==> src/rtl/qsfp_i2c_poller.sv <==
// rtl/qsfp_i2c_poller.sv - reads one QSFP register through an OpenCores-style I2C master over Wishbone
module qsfp_i2c_poller #(
    parameter logic [6:0]  DEV_ADDR = 7'h50,
    parameter logic [15:0] PRESCALE = 16'd99,
    parameter logic [15:0] POLL_MAX = 16'd65535
) (
    input  logic       wb_clk_i,
    input  logic       wb_rst_i,
    input  logic       req_i,
    input  logic [7:0] req_reg_i,
    output logic       busy_o,
    output logic       done_o,
    output logic [7:0] rdata_o,
    output logic [1:0] err_o,
    output logic [2:0] wbm_adr_o,
    output logic [7:0] wbm_dat_o,
    output logic       wbm_we_o,
    output logic       wbm_cyc_o,
    output logic       wbm_stb_o,
    input  logic [7:0] wbm_dat_i,
    input  logic       wbm_ack_i
);

    typedef enum logic [3:0] {
        INIT_LO, INIT_HI, INIT_CTR, IDLE, WR_TXR, WR_CR,
        POLL, CHECK, STOP_CR, STOP_POLL, RD_RXR, FINISH
    } state_t;

    state_t      state;
    logic [7:0]  reg_idx;
    logic [7:0]  sr;
    logic [1:0]  phase;
    logic [1:0]  err_code;
    logic [15:0] poll_cnt;
    logic        poll_expired;
    logic [2:0]  acc_adr;
    logic [7:0]  acc_dat;
    logic        acc_we;

    // True on the SR read that uses up the last of the POLL_MAX budget
    assign poll_expired = ({1'b0, poll_cnt} + 17'd1) >= {1'b0, POLL_MAX};

    always_comb begin
        acc_adr = 3'd0;
        acc_dat = 8'h00;
        acc_we  = 1'b0;
        case (state)
            INIT_LO:  begin acc_adr = 3'd0; acc_dat = PRESCALE[7:0];  acc_we = 1'b1; end
            INIT_HI:  begin acc_adr = 3'd1; acc_dat = PRESCALE[15:8]; acc_we = 1'b1; end
            INIT_CTR: begin acc_adr = 3'd2; acc_dat = 8'h80;          acc_we = 1'b1; end
            WR_TXR: begin
                acc_adr = 3'd3;
                acc_we  = 1'b1;
                case (phase)
                    2'd0:    acc_dat = {DEV_ADDR, 1'b0};
                    2'd1:    acc_dat = reg_idx;
                    default: acc_dat = {DEV_ADDR, 1'b1};
                endcase
            end
            WR_CR: begin
                acc_adr = 3'd4;
                acc_we  = 1'b1;
                case (phase)
                    2'd1:    acc_dat = 8'h10;
                    2'd3:    acc_dat = 8'h68;
                    default: acc_dat = 8'h90;
                endcase
            end
            POLL, STOP_POLL: acc_adr = 3'd4;
            STOP_CR: begin acc_adr = 3'd4; acc_dat = 8'h40; acc_we = 1'b1; end
            RD_RXR:  acc_adr = 3'd3;
            default: ;
        endcase
    end

    always_ff @(posedge wb_clk_i) begin
        if (wb_rst_i) begin
            state     <= INIT_LO;
            busy_o    <= 1'b1;
            done_o    <= 1'b0;
            rdata_o   <= 8'h00;
            err_o     <= 2'd0;
            wbm_adr_o <= 3'd0;
            wbm_dat_o <= 8'h00;
            wbm_we_o  <= 1'b0;
            wbm_cyc_o <= 1'b0;
            wbm_stb_o <= 1'b0;
            reg_idx   <= 8'h00;
            sr        <= 8'h00;
            phase     <= 2'd0;
            err_code  <= 2'd0;
            poll_cnt  <= 16'd0;
        end else begin
            case (state)
                IDLE: begin
                    if (req_i) begin
                        reg_idx  <= req_reg_i;
                        busy_o   <= 1'b1;
                        phase    <= 2'd0;
                        err_code <= 2'd0;
                        state    <= WR_TXR;
                    end
                end
                CHECK: begin
                    if (phase == 2'd3) begin
                        state <= RD_RXR;
                    end else if (sr[5]) begin
                        // Arbitration lost: the core has already let go of the bus
                        done_o  <= 1'b1;
                        err_o   <= 2'd2;
                        rdata_o <= 8'h00;
                        state   <= FINISH;
                    end else if (sr[7]) begin
                        err_code <= 2'd1;
                        state    <= STOP_CR;
                    end else begin
                        phase <= phase + 2'd1;
                        state <= (phase == 2'd2) ? WR_CR : WR_TXR;
                    end
                end
                FINISH: begin
                    done_o <= 1'b0;
                    busy_o <= 1'b0;
                    state  <= IDLE;
                end
                INIT_LO, INIT_HI, INIT_CTR, WR_TXR, WR_CR, POLL,
                STOP_CR, STOP_POLL, RD_RXR: begin
                    if (!wbm_cyc_o) begin
                        wbm_cyc_o <= 1'b1;
                        wbm_stb_o <= 1'b1;
                        wbm_adr_o <= acc_adr;
                        wbm_dat_o <= acc_dat;
                        wbm_we_o  <= acc_we;
                    end else if (wbm_ack_i) begin
                        // Dropping cyc here guarantees an idle cycle before the next strobe
                        wbm_cyc_o <= 1'b0;
                        wbm_stb_o <= 1'b0;
                        wbm_we_o  <= 1'b0;
                        case (state)
                            INIT_LO:  state <= INIT_HI;
                            INIT_HI:  state <= INIT_CTR;
                            INIT_CTR: begin busy_o <= 1'b0; state <= IDLE; end
                            WR_TXR:   state <= WR_CR;
                            WR_CR:    begin poll_cnt <= 16'd0; state <= POLL; end
                            POLL: begin
                                if (!wbm_dat_i[1]) begin
                                    sr    <= wbm_dat_i;
                                    state <= CHECK;
                                end else if (poll_expired) begin
                                    err_code <= 2'd3;
                                    state    <= STOP_CR;
                                end else begin
                                    poll_cnt <= poll_cnt + 16'd1;
                                end
                            end
                            STOP_CR: begin poll_cnt <= 16'd0; state <= STOP_POLL; end
                            STOP_POLL: begin
                                if (!wbm_dat_i[1] || poll_expired) begin
                                    done_o  <= 1'b1;
                                    err_o   <= err_code;
                                    rdata_o <= 8'h00;
                                    state   <= FINISH;
                                end else begin
                                    poll_cnt <= poll_cnt + 16'd1;
                                end
                            end
                            RD_RXR: begin
                                done_o  <= 1'b1;
                                err_o   <= 2'd0;
                                rdata_o <= wbm_dat_i;
                                state   <= FINISH;
                            end
                            default: ;
                        endcase
                    end
                end
                default: begin
                    wbm_cyc_o <= 1'b0;
                    wbm_stb_o <= 1'b0;
                    wbm_we_o  <= 1'b0;
                    busy_o    <= 1'b1;
                    state     <= INIT_LO;
                end
            endcase
        end
    end

endmodule

==> config.mk <==
export PLATFORM = sky130hd
export DESIGN_NAME = qsfp_i2c_poller
export DESIGN_NICKNAME = d
export VERILOG_FILES = /design/src/rtl/qsfp_i2c_poller.sv
export SDC_FILE = /design/constraint.sdc
export NUM_CORES = 1
export LEC_CHECK = 0
export CORE_ASPECT_RATIO = 1.4
export CORE_MARGIN = 2
export CORE_UTILIZATION = 42
export DETAILED_ROUTE_END_ITERATION = 10
export DONT_BUFFER_PORTS = 1
export PLACE_DENSITY = 0.61
export REMOVE_ABC_BUFFERS = 1
export SYNTH_ARGS = -nofsm -noshare
export SYNTH_HDL_FRONTEND = slang
export SYNTH_SLANG_ARGS = --single-unit
==> constraint.sdc <==
create_clock -name wb_clk_i -period 3.3 [get_ports wb_clk_i]
set_clock_uncertainty 0.1 [all_clocks]
set_input_delay 0.33 -clock wb_clk_i [delete_from_list [all_inputs] [get_ports wb_clk_i]]
set_output_delay 0.33 -clock wb_clk_i [all_outputs]
set_load 0.01 [all_outputs]
### Word level (Yosys, flattened, before mapping)

Cells that the tools add are included.

* bits in read-only memories: 0
* bits in registers: 65
* bits in latches: 0
* logic and storage cells: 152
* RAM bits: 0
* memories kept: 0

* multiply operators: 0
* reductions and logical operators: 26
* bitwise gates (word level): 4
* $add $sub $neg: 3
* equal/unequal tests: 34
* shifts and indexed selects: 0
* muxes and demuxes: 69
* $lt $le $gt $ge: 1
* div/mod/pow operators: 0

Operators with widths (number)
* $pmux W8 S2: 4
* $mux W16: 3
* $pmux W16 S3: 1
* $mux W8: 5
* $pmux W8 S5: 1
* $mux W4: 9
* $pmux W4 S9: 1
* $mux W2: 17
* $ne A2 B2 Y1 const B: 15
* $reduce_and A7 Y1: 3
* $add A16 B1 Y17 const B: 1
* $ge A17 B16 Y1 const B: 1
* $add A16 B1 Y16 const B: 1
* $eq A4 B3 Y1 const B: 4
* $eq A4 B4 Y1 const B: 4
* $mux W1: 16
* $pmux W4 S4: 1
* $reduce_and A5 Y1: 3
* $pmux W2 S2: 3
* $pmux W3 S4: 1
* $ne A10 B10 Y1 const B: 1
* $reduce_and A10 Y1: 1
* $ne A3 B3 Y1 const B: 3
* $reduce_bool A3 Y1: 3
* other kinds (23): 35

### Logic depth before layout (Yosys ltp)

Gate-level depths: netlist (run 1).

* depth in word-level cells: 8
* gate-level depth with buffers: 11
* gate-level depth less buffers: 9

### Least setup slack after synthesis (run 1)

OpenSTA, ideal clock, no wires.

* path type: register to register
* from: register poll_cnt[5]
* to: register poll_cnt[13]
* path buffers: 3
* slack: 510 ps
* clock period less this slack: 2790 ps
* arrival time: 2594 ps
* cell stages (with the launch flop): 11
* library setup time: 96 ps
* data required time: 3104 ps
* path through: dfxtp_1 buf_2 nand3_1 buf_2 nor4_1 xnor2_1 and3b_1 a211o_1 buf_6 or4_4 o41ai_2

* longest elaborated chain between the ends: 5

Ends and longest elaborated chain
* start, declared: RTL line 34 `logic [15:0] poll_cnt;`
* start signal, assigned: RTL line 153 `poll_cnt <= poll_cnt + 16'd1;`
* start signal, assigned: RTL line 164 `poll_cnt <= poll_cnt + 16'd1;`
* $add A16 B1 Y17: RTL line 41 `assign poll_expired = ({1'b0, poll_cnt} + 17'd1) >= {1'b0, POLL_MAX};`
* $ge A17 B16 Y1: RTL line 41
* $logic_or A1 B1 Y1: RTL line 158 `if (!wbm_dat_i[1] || poll_expired) begin`
* $ne A2 B2 Y1 (no line)
* $reduce_and A7 Y1 (no line)

Several ways; a longest one is shown, not always the timed one. The select of a mux whose other input is x is not followed.
A chain may end at the register's enable or synchronous reset.

### Final worst setup path (run 1)

* from: register poll_cnt[1]
* to: register poll_cnt[9]

Same word-level chain as after synthesis.

==> flow_summary.yaml, run 1 <==
outcome:
  status: "completed"
synthesis:
  yosys-top-cells-count: "60 x dfxtp_1, 55 x nor2_1, 41 x nand3_1"
  yosys_register_bits: 60
  synth_cell_type_count: 61
  syn_inst: 470
  synth.area.top_cells: "dfxtp_1 34%, nor2_1 5.8%, nand3_1 5.8%"
  ys_warn_count: 0
  avgSynthCellArea_um2: 7.59
  syn_area_um2: 3570
  yosysMostFrequentCell: "dfxtp_1"
  yosysTopAreaCell: "dfxtp_1"
  seq_area_frac_synth: 0.337
  async_reset_ff_frac: 0
  synth.top_cell.area_share: 0.337
  ys.flop_type: "dfxtp_1"
  synth_edf_count: 0
route:
  num_vias: 3389
  drtIter0Drc: 150
  routed_via_density: 6.00
  dr.pass1.iters: 5
  wire_per_inst_um: 17.1
  ant_nets: 0
  drc: 0
  wl_mm: 9.67
clocking:
  clockBufferDepth: 2
  cts_tree: "yes"
  root_buffer: "clkbuf_16"
  cts_buffers: 9
  htreeDepth: 3
  clock_latency_ns: 0.33
  cts_setup_buffers: 0
  clkTransAtPathRegs_ns: 0.05
  clock_sinks: 60
pwr:
  power.total_mw: 1.82
  peakVddDrop_uv: 293
  leakage_nw: 1.47
  power_density_nw_per_um2: 461
setup_path:
  path_cells: "ha_1 -> nand3_1 -> nor4_1 -> xnor2_1 -> and3b_1 -> a211o_1 -> or4_4 -> o41ai_2"
  r2r_setup_slack_ns: 0.25
  regToRegStartpoint: "poll_cnt[1]$_SDFFE_PP0P_"
  cp_slowest_cell: "or4_4"
  worstSetupEndpointType: "flip-flop"
  required_ns: 3.43
  critical_path_class: "flip-flop to flip-flop"
  cp_max_fo: 11
  rr_endpoint: "poll_cnt[9]$_SDFFE_PP0P_"
  crit_arrival_ns: 3.19
  crit_family: "simple AND/OR/NAND/NOR gates"
  worst-r2r-cell-count: 8
  start_kind: "flip-flop"
  critPathMaxStageDelay_ns: 0.51
  cp.buffers_inverters: 0
sta:
  finalSetupViolCount: 0
  fmax_ghz: 0.328
  period_share: 0.925
  tns_ns: 0
  hold_viol: 0
  maxSlewViolCount: 0
  slew_headroom: 0.380
  min_period_ns: 3.05
  max_slew.worst_pin.slew_ns: 0.923
  rsz0062_at_grt: "false"
placement:
  dpl.cell_count: 548
  dp_hpwl_mm: 6.92
  port_buffers: 0
  place.gp.congestion: 0.959
  placed_area_um2: 3640
global_routing:
  grt_max_degree: 34
  antenna_found_initial: 0
  grt_busiest_layer: "met2"
  met3_usage: 0.0423
  grt_pass1_wl_mm: 15.9
  grtUsageMet1: 0.252
  met2_usage: 0.378
  overflow: 0
  grt_pass1_vias: 3264
  grt_usage: 0.220
layout:
  final_nets: 484
  syn2layout_area_growth_pct: 10.5
  layout-drive-gt1-share: 0.0821
  num-fill-cells: 833
  final_cells: 565
  utilization: 0.481
  antenna_cells: 0
  stdcell_area_um2: 3940
min_path:
  hold_depth: 2
  worstHoldPathType: "input pin to flip-flop"
  whs_endpoint: "rdata_o[3]$_SDFFE_PP0P_"
  hp-start: "wbm_dat_i[3]"
floorplanning:
  coreArea_um2: 8200
  num_io_pins: 46
  dieArea_um2: 9260
  initial_core_util: 0.435
  die_w_um: 81.9
  die-height_um: 113
  num_rows: 39
job:
  cap_viol_max_count: 0
state kept, by name, summed over array words and instances, names as in the netlist, 3 cells and up:
register,flops
rdata_o,8
wbm_adr_o,3
wbm_dat_o,8
reg_idx,8
poll_cnt,16
state,4
worst max-delay path by stage:
stage                                        start                   endpoint  slack (ns)  cells after the start
after floorplan           poll_cnt[1]$_SDFFE_PP0P_  poll_cnt[13]$_SDFFE_PP0P_        0.40                      8
after global placement    poll_cnt[1]$_SDFFE_PP0P_   poll_cnt[9]$_SDFFE_PP0P_        0.35                      8
after detailed placement  poll_cnt[1]$_SDFFE_PP0P_  poll_cnt[13]$_SDFFE_PP0P_        0.28                      8
after CTS                 poll_cnt[1]$_SDFFE_PP0P_  poll_cnt[13]$_SDFFE_PP0P_        0.26                      8
after global routing      poll_cnt[1]$_SDFFE_PP0P_  poll_cnt[13]$_SDFFE_PP0P_        0.06                      8
final                     poll_cnt[1]$_SDFFE_PP0P_   poll_cnt[9]$_SDFFE_PP0P_        0.25                      8
layout by cell type, fill, tap and decap left out, types with 4 or more instances in the layout:
master	netlist	layout
nand2b_1	17	17
clkbuf_16	0	9
o21ai_0	21	21
ha_1	6	6
o211ai_1	10	10
xnor2_1	4	4
buf_4	0	14
nor2_1	55	55
mux2i_1	14	14
a22oi_1	4	4
a211oi_1	5	5
nand4_1	13	13
o21ai_1	7	7
and3_1	4	4
or3_1	5	5
nor2b_1	11	11
nand2_1	29	29
nor3_1	14	14
o221ai_1	4	4
nand3_1	41	41
dfxtp_1	60	60
a21oi_1	28	28
nor4_1	5	5
a31oi_1	7	7
inv_1	16	16
cell type report:
class | count | area (um^2) | share of cell area
inverter | 17 | 63.8 | 0.0162
tap | 102 | 128 | 0.0324
clock buffer | 15 | 278 | 0.0704
sequential | 60 | 1200 | 0.305
multi-input combinational | 355 | 2140 | 0.543
clock inverter | 1 | 5.00 | 0.00127
timing repair buffer | 15 | 125 | 0.0317
through the flow:
step                worst slack, ns  hold WS (ns)
finish                        0.247        0.0343
global route                 0.0580        0.0426
CTS                           0.261        0.0308
detailed placement            0.278         0.305
global placement              0.354         0.305
floorplan                     0.403         0.299
what timing repair did:
action,CTS,global route
hold buffers,1,0
gates resized for setup,0,0
hold endpoints to repair,33,0
power breakdown:
part	total, mW	internal, mW	leakage, nW	switching, mW
logic	0.127	0.0537	0.839	0.0733
clock network	0.880	0.568	0.140	0.312
registers	0.810	0.755	0.488	0.0549
total	1.82	1.38	1.47	0.440
routing by layer:
metal / vias up / routed length (um)
met5: - / 0
met4: 0 / 384
met3: 26 / 386
met2: 80 / 5020
met1: 1592 / 3880
li1: 1691 / -
cell families (layout without fill, tap and decap cells):
family                     count (synthesis)  in the layout  synth area share
AOI/OAI and AO/OA                        116            116             0.215
buffers and inverters                     55             48            0.0628
DFF                                       60             60             0.337
muxes                                     15             15            0.0424
xor gates and xnor gates                   4              4           0.00982
adders and majority gates                  6              6            0.0210
and+or+nand+nor                          214            214             0.313
worst register-to-register path, stage by stage, from the launching register on:
cell and delay, ns:
dfxtp_1 0.50, ha_1 0.23, nand3_1 0.18, nor4_1 0.45
xnor2_1 0.22, and3b_1 0.24, a211o_1 0.35, or4_4 0.51
o41ai_2 0.20
(Power assumes the default switching activity.)
==> run 2, diff against run 1 <==
Settings changed: CORE_MARGIN 2 to 3, CTS_BUF_LIST from default to sky130_fd_sc_hd__clkbuf_4 sky130_fd_sc_hd__clkbuf_8 sky130_fd_sc_hd__clkbuf_16, PLACE_DENSITY 0.61 to default.
==> run 2 against run 1 <==
First-iteration DRC count grew 39%. Power increased by 8.0%. Combinational power about the same. Die area grew 4.3%. Non-clock buffer count up 3. Clock-buffer cell count is 5 lower. Via count up 1.8%. Setup slack better by 0.067 ns. Design area increased by 1.7%. Register-to-register slack improved by 0.07 ns. Hold slack got worse by 0.020 ns. Critical path type unchanged. Largest power group unchanged.
==> flow_summary.yaml, run 2 (synthesis gave the netlist of run 1 again) <==
pwr:
  clock_power_share: 0.521
  p_sw_frac: 0.241
  power_frac_seq: 0.412
  leakage_nw: 1.51
  peakVddDrop_uv: 313
  power.total_mw: 1.96
  share_comb_of_total_power: 0.067
  p_int_mw: 1.49
  power_density_nw_per_um2: 489
  switching_power_uw: 473
job:
  cap_viol_max_count: 0
route:
  ant_nets: 0
  num_vias: 3450
  drc: 0
  wire_per_inst_um: 17.4
  wl_mm: 9.88
  drtIter0Drc: 208
  dr.pass1.iters: 5
  routed_via_density: 6.07
sta:
  rsz0062_at_grt: "false"
  slew_headroom: 0.407
  tns_ns: 0
  finalSetupViolCount: 0
  period_share: 0.905
  min_period_ns: 2.99
  max_slew.worst_pin.slew_ns: 0.883
  fmax_ghz: 0.335
  hold_viol: 0
  maxSlewViolCount: 0
global_routing:
  antenna_found_initial: 0
  grt_pass1_wl_mm: 16.3
  grt_max_degree: 33
  grt_usage: 0.209
  grt_pass1_vias: 3366
  overflow: 0
clocking:
  htreeDepth: 3
  root_buffer: "clkbuf_16"
  cts_setup_buffers: 0
  clock_sinks: 60
  clockBufferDepth: 2
  clock_latency_ns: 0.33
  cts_tree: "yes"
  cts_buffers: 9
  clkTransAtPathRegs_ns: 0.06
layout:
  antenna_cells: 0
  final_cell_mix: "58 x dfxtp_1, 55 x nor2_1, 41 x nand3_1"
  layout-drive-gt1-share: 0.0987
  top_register: "poll_cnt"
  largest_reg_flops: 16
  final_cells: 568
  syn2layout_area_growth_pct: 12.4
  final_common_cell: "dfxtp_1"
  final_nets: 487
min_path:
  hp-start: "wb_rst_i"
  worstHoldPathType: "input pin to flip-flop"
  hold_depth: 1
  whs_endpoint: "state[0]$_SDFFE_PP0P_"
setup_path:
  required_ns: 3.43
  regToRegStartpoint: "poll_cnt[1]$_SDFFE_PP0P_"
  rr_endpoint: "poll_cnt[13]$_SDFFE_PP0P_"
  crit_arrival_ns: 3.12
  cp_max_fo: 11
  r2r_setup_slack_ns: 0.31
  start_kind: "flip-flop"
  worstSetupEndpointType: "flip-flop"
  cp_slowest_cell: "or4_4"
  critical_path_class: "flip-flop to flip-flop"
  path_cells: "ha_1 -> nand3_1 -> nor4_1 -> buf_4 -> xnor2_1 -> and3b_1 -> a211o_1 -> or4_4 -> o41ai_2"
  critPathMaxStageDelay_ns: 0.53
  worst-r2r-cell-count: 9
floorplanning:
  die-height_um: 115
  dieArea_um2: 9650
  coreArea_um2: 8200
  num_rows: 39
  initial_core_util: 0.435
  num_io_pins: 46
  die_w_um: 83.9
placement:
  dpl.cell_count: 551
  place.gp.congestion: 0.902
  dp_hpwl_mm: 7.03
  port_buffers: 0
outcome:
  status: "completed"
[run 2: changes by cell type in the layout (fill, tap and decap cells not counted), sizes merged]
cell and change:
buf +3, bufinv +2, clkbuf -5, clkinv +3
[run 2: how the worst max path moves through the flow]
stage                                  start                   endpoint  depth (start not counted)
floorplan           poll_cnt[1]$_SDFFE_PP0P_  poll_cnt[13]$_SDFFE_PP0P_                          8
global placement    poll_cnt[1]$_SDFFE_PP0P_   poll_cnt[9]$_SDFFE_PP0P_                          9
detailed placement  poll_cnt[0]$_SDFFE_PP0P_  poll_cnt[13]$_SDFFE_PP0P_                          9
CTS                 poll_cnt[1]$_SDFFE_PP0P_  poll_cnt[13]$_SDFFE_PP0P_                          9
global route        poll_cnt[0]$_SDFFE_PP0P_  poll_cnt[13]$_SDFFE_PP0P_                          9
finish              poll_cnt[1]$_SDFFE_PP0P_  poll_cnt[13]$_SDFFE_PP0P_                          9
[run 2: power groups by stage]
| stage | sequential [mW] | clock, mW | combinational, mW |
|---|---|---|---|
| 2_1_floorplan | 0.812 | 0 | 0.0898 |
| 3_3_place_gp | 0.823 | 0 | 0.119 |
| 3_5_place_dp | 0.824 | 0 | 0.121 |
| 4_1_cts | 0.808 | 1.05 | 0.130 |
| 5_1_grt | 0.815 | 1.07 | 0.147 |
| 6_report | 0.809 | 1.02 | 0.130 |
[run 2: per-layer routing]
metal	global-route usage	wire length (um)	vias up
li1	-	-	1704
met1	0.227	3970	1610
met2	0.370	5070	99
met3	0.0409	406	37
met4	0.132	433	0
met5	0	0	-
[run 2: what timing repair did]
| action | 4_1_cts | 5_1_grt |
|---|---|---|
| endpoints found under the setup margin | 0 | 2 |
| resized for setup | 0 | 2 |
| hold buffers | 1 | 0 |
| endpoints found under the hold margin | 32 | 0 |
[run 2: layout make-up]
type / instances / area [um^2]
repair buffers: 18 / 148
fillers: 809 / 4190
flip-flops and latches: 60 / 1200
clock inverters: 6 / 87.6
well taps: 102 / 128
clock buffers: 10 / 239
multi-input cells: 355 / 2140
inverters: 17 / 63.8
[run 2: critical path, delay by kind of cell (launching register included)]
family                     cells  cell delay [ns]
AOI/OAI and AO/OA              2             0.61
and+or+nand+nor                4             1.18
adders and majority gates      1             0.25
xor gates and xnor gates       1             0.15
DFF                            1             0.42
buffers and inverters          1             0.18
[run 2: through the flow]
stage | utilization | setup slack (ns) | hold slack (ns) | cell area (um^2)
after floorplan | - | 0.403 | 0.299 | 3410
after global placement | 0.447 | 0.363 | 0.305 | 3660
after detailed placement | 0.447 | 0.265 | 0.306 | 3660
after CTS | 0.489 | 0.214 | 0.00436 | 4010
after global routing | 0.489 | 0.0836 | 0.0142 | 4010
final | 0.489 | 0.314 | 0.0146 | 4010
